### src/rtl/fetch_stage.sv
// ============================================================================
//  Module   : fetch_stage
//  Purpose  : Instruction fetch stage with PC, IF/ID register and sticky fault
//  Revision : 1.0
// ============================================================================
`default_nettype none

module fetch_stage #(
    parameter int          N   = 64,
    parameter logic [31:0] NOP = 32'h8b1f03ff
) (
    input  logic         clk,
    input  logic         reset,
    input  logic         PCSrc,
    input  logic [N-1:0] PCBranch,
    input  logic         stall,
    input  logic         flush,
    output logic [6:0]   imem_addr,
    input  logic [31:0]  imem_q,
    output logic [N-1:0] pc_F,
    output logic [31:0]  instr_D,
    output logic [N-1:0] pc_D,
    output logic         valid_D,
    output logic         fault,
    output logic [31:0]  fetch_count
);

    typedef enum logic [0:0] {
        RUN   = 1'b0,
        FAULT = 1'b1
    } state_t;

    localparam logic [N-1:0] PC_STEP = N'(4);

    state_t       state;
    logic         in_fault;
    logic         out_of_range;
    logic         misaligned;
    logic         fault_event;
    logic [N-1:0] pc_plus4;
    logic [N-1:0] pc_next;
    logic [31:0]  fetch_word;
    logic         fetch_real;
    logic         load_real;

    assign in_fault     = (state == FAULT);
    assign out_of_range = |pc_F[N-1:9];
    assign misaligned   = PCSrc & (|PCBranch[1:0]);
    assign fault_event  = !in_fault && (out_of_range || misaligned);
    assign pc_plus4     = pc_F + PC_STEP;
    assign imem_addr    = pc_F[8:2];
    assign fault        = in_fault;

    // A taken branch outranks stall; a misaligned target holds the PC.
    always_comb begin
        pc_next = pc_plus4;
        if (in_fault) begin
            pc_next = pc_F;
        end else if (PCSrc) begin
            pc_next = misaligned ? pc_F : PCBranch;
        end else if (stall) begin
            pc_next = pc_F;
        end
    end

    // Words fetched from outside the 512-byte memory, or after a fault, become bubbles.
    always_comb begin
        fetch_real = !in_fault && !out_of_range;
        fetch_word = fetch_real ? imem_q : NOP;
    end

    assign load_real = !flush && !stall && fetch_real;

    always_ff @(posedge clk or negedge reset) begin
        if (!reset) begin
            state       <= RUN;
            pc_F        <= '0;
            instr_D     <= NOP;
            pc_D        <= '0;
            valid_D     <= 1'b0;
            fetch_count <= '0;
        end else begin
            if (fault_event) begin
                state <= FAULT;
            end

            pc_F <= pc_next;

            if (flush) begin
                instr_D <= NOP;
                pc_D    <= '0;
                valid_D <= 1'b0;
            end else if (!stall) begin
                instr_D <= fetch_word;
                pc_D    <= pc_F;
                valid_D <= fetch_real;
            end

            if (load_real) begin
                fetch_count <= fetch_count + 32'd1;
            end
        end
    end

endmodule

`default_nettype wire

### config.mk
export PLATFORM = sky130hd
export DESIGN_NAME = fetch_stage
export DESIGN_NICKNAME = d
export VERILOG_FILES = /design/src/rtl/fetch_stage.sv
export SDC_FILE = /design/constraint.sdc
export NUM_CORES = 1
export LEC_CHECK = 0
export ABC_AREA = 1
export CAP_MARGIN = 20
export CORE_MARGIN = 5
export CORE_UTILIZATION = 50
export CTS_BUF_LIST = sky130_fd_sc_hd__clkbuf_4
export DETAILED_ROUTE_END_ITERATION = 10
export PLACE_DENSITY = 0.83
export REMOVE_ABC_BUFFERS = 1
export SLEW_MARGIN = 20
export SYNTH_ARGS = -nofsm -noshare
export SYNTH_HDL_FRONTEND = slang
export SYNTH_SLANG_ARGS = --single-unit
### constraint.sdc
create_clock -name clk -period 1.8 [get_ports clk]
set_clock_uncertainty 0.05 [all_clocks]
set_input_delay 0.36 -clock clk [delete_from_list [all_inputs] [get_ports clk]]
set_output_delay 0.36 -clock clk [all_outputs]
set_load 0.01 [all_outputs]
==> results.md <==
* Pwr Density at 418.2 nW/um^2
* Cells after synthesis at 1,594
* Outcome: finished with violations
* Die W at 158.6 um
* H-Tree Depth at 4
* Final-report max-slew violation count at 0
* FP Rows at 54
* CP Cell Sequence: buf_6, buf_4, nand2_1, nor2_2, nand2_2, inv_2, nand2_2, nor2_4, nand2_1, nand2_1, nand3_1, nand2_1, nand2_1
* FMAX at 493.9 MHz
* Detail Route Antenna Nets at 0
* Tmin final at 2025 ps
* Crit path launch type: flip-flop
* Reg2Reg Setup Slack at -220 ps
* FF+latch count, synth at 194
* GR peak layer: met2
* Worst Path Arrival at 2530 ps
* CTS tree: yes
* Reg-to-Reg End: pc_F[46]
* Boundary pin count at 302
* First-pass GRT wire length at 70,610 um
* Post-DP HPWL at 33,970 um
* Critical Path End: pc_F[46]
* WL/cell at 19.46 um
* Reg2reg path depth at 13
* CP top delay family: simple AND/OR/NAND/NOR gates
* Switching power of the nets at 2.269 mW
* Die H at 158.6 um
* Met3 usage at 0.06768
* CP Launch Point: pc_F[24]
* Layout cells sized above 1 at 0.3402
* CTS Buf Count at 17
* Gpl congestion at 1.019
* Count of input and output buffers at 301
* Initial antenna violation count at 2
* GR Overflow Total at 0
* Syn_area_per_cell at 6.930 um^2
* Starting density of the core at 0.5062
* CTS Buffer Depth at 2
* Library cells used by synthesis at 39
* Clk pin slew, worst setup/hold paths at 230 ps
* Switching Share at 0.2973
* Worst path bufs/invs at 3
* Max incr delay on CP at 420 ps
* RSZ-0062 raised after global routing: true
* Peak VDD IR at 0.4132 mV
* Worst min path class: primary input to asynchronous set/reset pin
* Met1 GRT Util at 0.4409
* Critical Path End Type: flip-flop
* Internal cell power at 5.363 mW
* Tot GR Track Use at 0.3599
* Setup CP Type: flip-flop to flip-flop
* Worst setup slack after layout at -224.8 ps
* Routed WL at 49,020 um
* Number of global-route vias before repair at 13,492
* # setup viols final at 108
* Slew @ Worst Pin at 447.7 ps
* Initial DRC count at 1,285
* Share of the synthesized area in the top cell type at 0.3964
* DR DRC count at 0
* Final core utilization at 0.8361
* Crit path depth at 13
* Slew margin rel. at 0.7004
* Final hold slack at 138.6 ps
* CP Data Required Time at 2310 ps
* Vias at 14,010
* Die Area at 25,170 um^2
* Nets at 2,327
* Final worst path period share at 1.125
* YS warnings at 0
* Clk pwr share at 0.340
* Slowest cell on crit path: dfrtp_1
* Synth Cell Area at 11,050 um^2
* GR Layer Usage met2 at 0.6152
* Layout area overhead at 65.18%
* Worst path most repeated cell: nand2_1
* Final Hold Viols at 0
* # clock sinks at 194
* FILL cells at 1,327
* Synth top area cells: dfrtp_1, nand2_1, nor2_1
* Root Buffer Master: clkbuf_4
* Max_cap viols at 0
* Core ar. at 21,820 um^2
* Post-detailed-route via-to-cell ratio at 5.562
* Reg power frac at 0.575
* Pleak at 9.148 nW
* R2r startpoint: pc_F[24]
* Largest area contributor in the netlist: dfrtp_1
* Post-synthesis sequential area ratio at 0.4416
* Comb pwr share at 0.086
* Clk Latency, worst-skew pair at 650 ps
* Violated checks: negative setup slack
* Largest net degree at the start of global routing at 51
* Worst Path Max Fanout at 4
* DRT Pass-1 Iters at 6
-- worst reg2reg max path: cells and delay by family, from the launching register on --
kind | cells | cell delay [ps]
AND/OR/NAND/NOR | 10 | 1150
flip-flops | 1 | 420
buffers and inverters | 3 | 360
-- state kept, by name (all words and copies together) (netlist names) --
name,count
fetch_count,32
fault,1
valid_D,1
pc_F,64
pc_D,64
instr_D,32
-- synthesized netlist by cell type (all sizes together) --
library cell,count
o21bai,4
xnor2,12
o32ai,1
a21oi,18
xor2,17
nor2,293
dfrtp,175
dfstp,19
buf,36
nand3b,6
o21ai,121
o211ai,1
inv,141
nand3,87
clkbuf,22
a21boi,2
o22ai,4
nand4,31
o31ai,1
ha,2
a211oi,2
a22o,3
nor3,18
nand2,573
a22oi,1
a32oi,4
-- stage by stage --
step | std cells | total power, mW | setup WS (ps) | TNS [ps] | area [um^2]
after floorplan | 1536 | 4.601 | -870.6 | -88160 | 10730
after global placement | 2352 | 5.088 | -294.5 | -17450 | 16090
after detailed placement | 2352 | 5.097 | -391.6 | -23370 | 16090
after CTS | 2477 | 7.591 | -84.12 | -2295 | 16900
after global routing | 2518 | 7.866 | -321.7 | -17790 | 18250
final | 2519 | 7.632 | -224.8 | -9544 | 18250
-- how the worst min path moves through the flow --
stage / startpoint / to
final: reset / instr_D[26]
after global routing: reset / fetch_count[1]
after CTS: reset / instr_D[26]
after detailed placement: reset / fetch_count[2]
after global placement: reset / fetch_count[2]
after floorplan: reset / fault
-- layer usage --
metal  part of all wire  routed length, um  up-vias
met4              0.064               3139        2
li1                   -                  -     6293
met2               0.48              23370      919
met5            0.00027                 13        -
met1               0.36              17480     6535
met3               0.10               5012      261
-- power by group through the flow --
stage	Combinational [mW]	Clock (mW)	Sequential (mW)
floorplan	0.129	0	4.47
global placement	0.626	0	4.46
detailed placement	0.634	0	4.46
CTS	0.632	2.57	4.39
global route	0.697	2.78	4.39
finish	0.653	2.59	4.39
-- final cells by class --
class / instances / area [um^2] / share of cell area
Clock inverter: 15 / 185.2 / 0.01015
Tap cell: 280 / 350.3 / 0.01920
Antenna cell: 2 / 5.005 / 0.0002743
Multi-Input combinational cell: 1201 / 6116 / 0.3352
Timing Repair Buffer: 669 / 6008 / 0.3293
Sequential cell: 194 / 4906 / 0.2689
Inverter: 141 / 549.3 / 0.03010
Clock buffer: 17 / 127.6 / 0.006994
-- cells in the final DEF, fill, tap and decap left out, types with 19 or more instances in the layout --
master	instances
nand2_2	58
o21ai_1	37
dfrtp_1	153
nor2_2	46
clkdlybuf4s50_1	99
dfrtp_2	22
nor2_1	214
inv_1	113
o21ai_0	72
nand3_1	78
buf_6	95
nor2_4	32
clkdlybuf4s15_1	63
buf_12	19
nand2_1	483
buf_2	51
buf_4	288
dfstp_2	19
dlygate4sd2_1	46
nand2_4	31
nand4_1	31
inv_2	24
-- cells by family (layout without fill, tap and decap cells) --
family,after synthesis,count (layout),share of synthesized area
compound gates,162,162,0.07940
xor+xnor,29,29,0.02299
fa+ha+maj,2,2,0.002265
buf+inv,199,842,0.07679
flops,194,194,0.4416
other cells,0,2,0
simple gates,1008,1008,0.3769
-- timing repair --
action                     in CTS  in global routing
setup endpoints to repair     303                240
hold endpoints to repair      147                  0
resized for setup             591                342
setup buffers                  91                 49
gates cloned                    2                  1
pin swaps                      19                 67
hold buffers                    1                  0
No activity file was read; power rests on OpenSTA's default activity.
